File: config.mk
export PLATFORM = sky130hd
export DESIGN_NAME = adc_sequencer
export DESIGN_NICKNAME = d
export VERILOG_FILES = /design/src/rtl/adc_sequencer.sv
export SDC_FILE = /design/constraint.sdc
export NUM_CORES = 1
export LEC_CHECK = 0
export ABC_CLOCK_PERIOD_IN_PS = 2800
export BUFFER_PORTS_ARGS = -buffer_cell sky130_fd_sc_hd__buf_2
export CAP_MARGIN = 20
export CORE_ASPECT_RATIO = 0.8
export CORE_MARGIN = 10
export CORE_UTILIZATION = 35
export CTS_CLUSTER_DIAMETER = 50
export DETAILED_ROUTE_END_ITERATION = 10
export GPL_ROUTABILITY_DRIVEN = 0
export PLACE_DENSITY = 0.61
export SLEW_MARGIN = 20
export SYNTH_ARGS = -nofsm -noshare
export SYNTH_HDL_FRONTEND = slang
export SYNTH_SLANG_ARGS = --single-unit
File: constraint.sdc
create_clock -name clock_clk -period 2.8 [get_ports clock_clk]
set_input_delay 0.42 -clock clock_clk [delete_from_list [all_inputs] [get_ports clock_clk]]
set_output_delay 0.42 -clock clock_clk [all_outputs]
set_load 0.1 [all_outputs]
File: src/rtl/adc_sequencer.sv
// adc_sequencer: round-robin ADC channel scanner with a result register file and a read port
module adc_sequencer #(
  parameter int NUM_CH  = 8,
  parameter int TIMEOUT = 255
) (
  input  logic              clock_clk,
  input  logic              reset_sink_reset_n,
  input  logic              enable,
  input  logic [NUM_CH-1:0] chan_mask,
  input  logic              clear_err,
  output logic              command_valid,
  output logic [4:0]        command_channel,
  output logic              command_startofpacket,
  output logic              command_endofpacket,
  input  logic              command_ready,
  input  logic              response_valid,
  input  logic [4:0]        response_channel,
  input  logic [11:0]       response_data,
  input  logic [2:0]        rd_addr,
  output logic [11:0]       rd_data,
  output logic [NUM_CH-1:0] result_valid,
  output logic              busy,
  output logic              scan_done,
  output logic              timeout_err,
  output logic              chan_err
);
  localparam int SW = NUM_CH > 1 ? $clog2(NUM_CH) : 1;
  localparam int TW = TIMEOUT > 1 ? $clog2(TIMEOUT + 1) : 1;
  typedef enum logic [1:0] {IDLE, CMD, WAIT, NEXT} state_e;
  state_e            state_q, state_d;
  logic [SW-1:0]     slot_q, slot_d;
  logic [NUM_CH-1:0] scan_mask_q, scan_mask_d;
  logic [TW-1:0]     tmo_q, tmo_d;
  logic              done_q, done_d;
  logic              terr_q, terr_d;
  logic              cerr_q, cerr_d;
  logic [11:0]       res_q [NUM_CH];
  logic [NUM_CH-1:0] vld_q;
  logic [11:0]       rd_q;
  logic [4:0]        slot_ch;
  logic              hit, wr;
  logic [SW:0]       pick_lo, pick_nx;

  // Lowest set bit of m at or above lo; MSB of the result flags "found".
  function automatic logic [SW:0] pick(input logic [NUM_CH-1:0] m, input int lo);
    pick = '0;
    for (int i = NUM_CH - 1; i >= 0; i--)
      if (m[i] && i >= lo) pick = {1'b1, SW'(i)};
  endfunction

  assign slot_ch               = 5'(slot_q) + 5'd1;
  assign hit                   = response_valid && response_channel == slot_ch;
  assign pick_lo               = pick(chan_mask, 0);
  assign pick_nx               = pick(scan_mask_q, int'(slot_q) + 1);
  assign command_valid         = state_q == CMD;
  assign command_channel       = command_valid ? slot_ch : 5'd0;
  assign command_startofpacket = command_valid;
  assign command_endofpacket   = command_valid;
  assign busy                  = state_q != IDLE;
  assign scan_done             = done_q;
  assign timeout_err           = terr_q;
  assign chan_err              = cerr_q;
  assign rd_data               = rd_q;
  assign result_valid          = vld_q;

  // Next-state logic: slot walk, response matching, timeout and sticky errors.
  always_comb begin
    state_d     = state_q;
    slot_d      = slot_q;
    scan_mask_d = scan_mask_q;
    tmo_d       = tmo_q;
    done_d      = 1'b0;
    wr          = 1'b0;
    terr_d      = terr_q & ~clear_err;
    cerr_d      = (cerr_q & ~clear_err) | (response_valid && (state_q != WAIT || !hit));
    case (state_q)
      IDLE: if (enable && pick_lo[SW]) begin
        scan_mask_d = chan_mask;
        slot_d      = pick_lo[SW-1:0];
        state_d     = CMD;
      end
      CMD: if (command_ready) begin
        tmo_d   = '0;
        state_d = WAIT;
      end
      WAIT: if (hit) begin
        wr      = 1'b1;
        state_d = NEXT;
      end else if (tmo_q == TW'(TIMEOUT - 1)) begin
        terr_d  = 1'b1;
        state_d = NEXT;
      end else begin
        tmo_d = tmo_q + TW'(1);
      end
      NEXT: if (enable && pick_nx[SW]) begin
        slot_d  = pick_nx[SW-1:0];
        state_d = CMD;
      end else begin
        done_d  = enable;
        state_d = IDLE;
      end
      default: state_d = IDLE;
    endcase
  end

  // Control and status registers.
  always_ff @(posedge clock_clk or negedge reset_sink_reset_n) begin
    if (!reset_sink_reset_n) begin
      state_q     <= IDLE;
      slot_q      <= '0;
      scan_mask_q <= '0;
      tmo_q       <= '0;
      done_q      <= 1'b0;
      terr_q      <= 1'b0;
      cerr_q      <= 1'b0;
    end else begin
      state_q     <= state_d;
      slot_q      <= slot_d;
      scan_mask_q <= scan_mask_d;
      tmo_q       <= tmo_d;
      done_q      <= done_d;
      terr_q      <= terr_d;
      cerr_q      <= cerr_d;
    end
  end

  // Result file and registered read port; the read sees the pre-write value.
  always_ff @(posedge clock_clk or negedge reset_sink_reset_n) begin
    if (!reset_sink_reset_n) begin
      for (int i = 0; i < NUM_CH; i++) res_q[i] <= '0;
      vld_q <= '0;
      rd_q  <= '0;
    end else begin
      rd_q <= 32'(rd_addr) < NUM_CH ? res_q[rd_addr] : 12'd0;
      if (wr) begin
        res_q[slot_q] <= response_data;
        vld_q[slot_q] <= 1'b1;
      end
    end
  end
endmodule
==> flow_summary.toml <==
[sta]
setup_tns_ns = 0
setup_viol = 0
relSlewSlack = 0.519
finalCriticalPeriod_ns = 2.64
worstMarginPinSlew_ns = 0.722
fin_skew_ns = 0.00515
fmax_ghz = 0.379
hold_viol_final = 0
slew_violations = 0
rsz0062_at_grt = "false"
fin_crit_sh = 0.943

[global_route]
met3_usage = 0.0286
met1_usage = 0.148
grt_pass1_vias = 4431
grt_pass1_wl_um = 23800
use_met2 = 0.206
grt_start_max_net_pins = 75
overflow = 0
busiest_layer = "met2"
antenna_found_initial = 0
grt_usage = 0.121

[drt]
antenna_left = 0
drtIter0Drc = 296
vias_per_cell = 5.09
wire_per_inst_um = 17.9
drtPass1Iterations = 4
vias = 4136
wl_um = 14500
drc = 0

[finish]
area_growth_pct = 19.2
fin_util = 0.429
final_cell_mix = "dfrtp_1 (139), mux2_2 (106), buf_2 (63)"
nets = 592
design_area_um2 = 7840
layout_commonest_cell = "dfrtp_1"
diodes = 0
drive_above_1_share = 0.468
instances_no_fill = 813

[yosys]
syn-cell-area_um2 = 6570
synth_top_family_by_area = "multiplexers"
synthAdderAreaFrac = 0.0209
syn-instance-count = 471
synth-simple-area-share = 0.0684
synth_top_area_frac = 0.533
ys_ff_latch = 140
seq_area_frac_synth = 0.533
muxShareOfSynthArea = 0.279
netlist-cell-type-count = 55
ys_top_cells_by_area = "dfrtp_1 (53%), mux2_2 (18%), mux4_2 (8.2%)"
synth_largest_area_cell = "dfrtp_1"
synth-edff-count = 0
synth_ff_type = "dfrtp_1"
synth_compound_area_frac = 0.0569
synth_nets = 516
ys_async_sr_fraction = 1.00
syn_avg_cell_area_um2 = 14.0
synthXorXnorAreaFrac = 0.00933
yosysWarnings = 0

[critical_path]
crit_buf_inv = 2
crit_arrival_ns = 2.93
path_cells = "inv_1, ha_1, xnor2_1, nor4_1, o31ai_2, or2_4, nor3b_4, buf_12, mux2_2"
criticalPathCategory = "reg -> reg"
slowest_delay_ns = 0.45
cp-end-kind = "flop"
cp_top_family = "simple AND/OR/NAND/NOR gates"
critPathSlowestCell = "dfrtp_2"
crit_path_start_kind = "flop"
worst-path-max-fanout = 13
cp.required_ns = 3.09

[clock_network]
clock_path_buffers = 2
cts_tree = "yes"
cts_max_level = 4
cts_buffers = 17
clk_pin_slew_ns = 0.06
clk_latency_ns = 0.41
numClockSinks = 140
post-cts-setup-buffers = 0
cts_hold_buf = 0
cts_root_buf = "clkbuf_16"

[die]
fp.dieH_um = 143
floorplan.initialDensity = 0.360
dieArea_um2 = 24700
die_x_um = 173
core_um2 = 18300
io_pins = 66
num_rows = 44

[pwr]
total_power_mw = 6.91
vdd_drop_max_v = 0.000460
power_density_nw_per_um2 = 882
leakagePower_nw = 3.85

[job]
maxCapViolCount = 0

[placed_design]
portBuffers = 64
dpl.hpwl_um = 9570
dp.cells = 781
placed_cell_area_um2 = 7290

[run_status]
status = "finished, final reports clean"

[min_path]
hold_path.class = "in -> async"
-- cells in the mapped netlist (all sizes together), types with 4 or more instances --
| cell | count |
|---|---|
| nand3 | 8 |
| mux4 | 24 |
| a21oi | 8 |
| xor2 | 4 |
| clkbuf | 7 |
| nor2b | 4 |
| dfrtp | 140 |
| mux2 | 115 |
| or2 | 7 |
| nor2 | 13 |
| nor3 | 5 |
| ha | 11 |
| nor4 | 4 |
| a211oi | 4 |
| o21ai | 11 |
| or3 | 4 |
| buf | 20 |
| and3 | 4 |
| inv | 16 |
| nand2 | 13 |
| nand2b | 6 |
-- where the power goes --
part | leakage, nW | switching [mW] | internal (mW)
logic | 1.68 | 1.57 | 0.770
clock network | 0.257 | 0.869 | 1.16
registers | 1.92 | 0.211 | 2.33
total | 3.85 | 2.65 | 4.26
-- final cells by class --
type                    count  area [µm²]
inverters                  16        60.1
flip-flops and latches    140        3500
multi-input cells         288        2890
fillers                  1686       10400
well taps                 253         317
repair buffers             84         527
clock buffers              20         447
clock inverters            12        90.1
-- per-layer routing --
layer / vias to the layer above / part of all wire
met3: 13 / 0.039
met5: - / 0
li1: 1897 / -
met2: 81 / 0.50
met1: 2145 / 0.45
met4: 0 / 0.016
-- metrics by stage --
stage | setup slack [ns] | hold slack [ns]
final | 0.159 | 0.0304
after global routing | 0.0171 | 0.0947
after CTS | 0.110 | 0.0600
after detailed placement | 0.129 | 0.449
after global placement | 0.209 | 0.444
after floorplan | -0.0323 | 0.124
-- final timing paths --
check / cells past startpoint / endpoint / startpoint / slack, ns
setup / recovery: 9 / res_q[23] / slot_q[0] / 0.16
min in group clock_clk: 2 / chan_err / response_valid / 0.24
hold reg to reg: 1 / result_valid[4] / result_valid[4] / 0.46
setup reg to reg: 9 / res_q[23] / slot_q[0] / 0.16
max in group asynchronous: 2 / res_q[6] / reset_sink_reset_n / 1.99
hold / removal: 1 / scan_mask_q[7] / reset_sink_reset_n / 0.03
-- worst reg2reg max path: cells and delay by family (launching register included) --
family,cells,cell delay [ns]
and+or+nand+nor,3,0.74
xor gates and xnor gates,1,0.15
adders and majority gates,1,0.30
DFF,1,0.45
buffers and inverters,2,0.39
AOI/OAI and AO/OA,1,0.15
muxes,1,0.34
-- flip-flops by register name, indices dropped and copies added (netlist names) --
register,cells
result_valid,8
timeout_err,1
rd_data,12
tmo_q,8
slot_q,3
scan_mask_q,8
state_q,2
chan_err,1
res_q,96
scan_done,1
-- cells by family after synthesis --
kind of cell    Yosys count
compound gates           53
xor+xnor                  7
fa+ha+maj                11
buf+inv                  43
flops                   140
mux                     139
other cells               1
simple gates             77
-- timing repair --
item	CTS	global route
setup endpoints to repair	0	37
gates resized for setup	0	2
endpoints found under the hold margin	0	0
No activity file was read; power rests on OpenSTA's default activity.
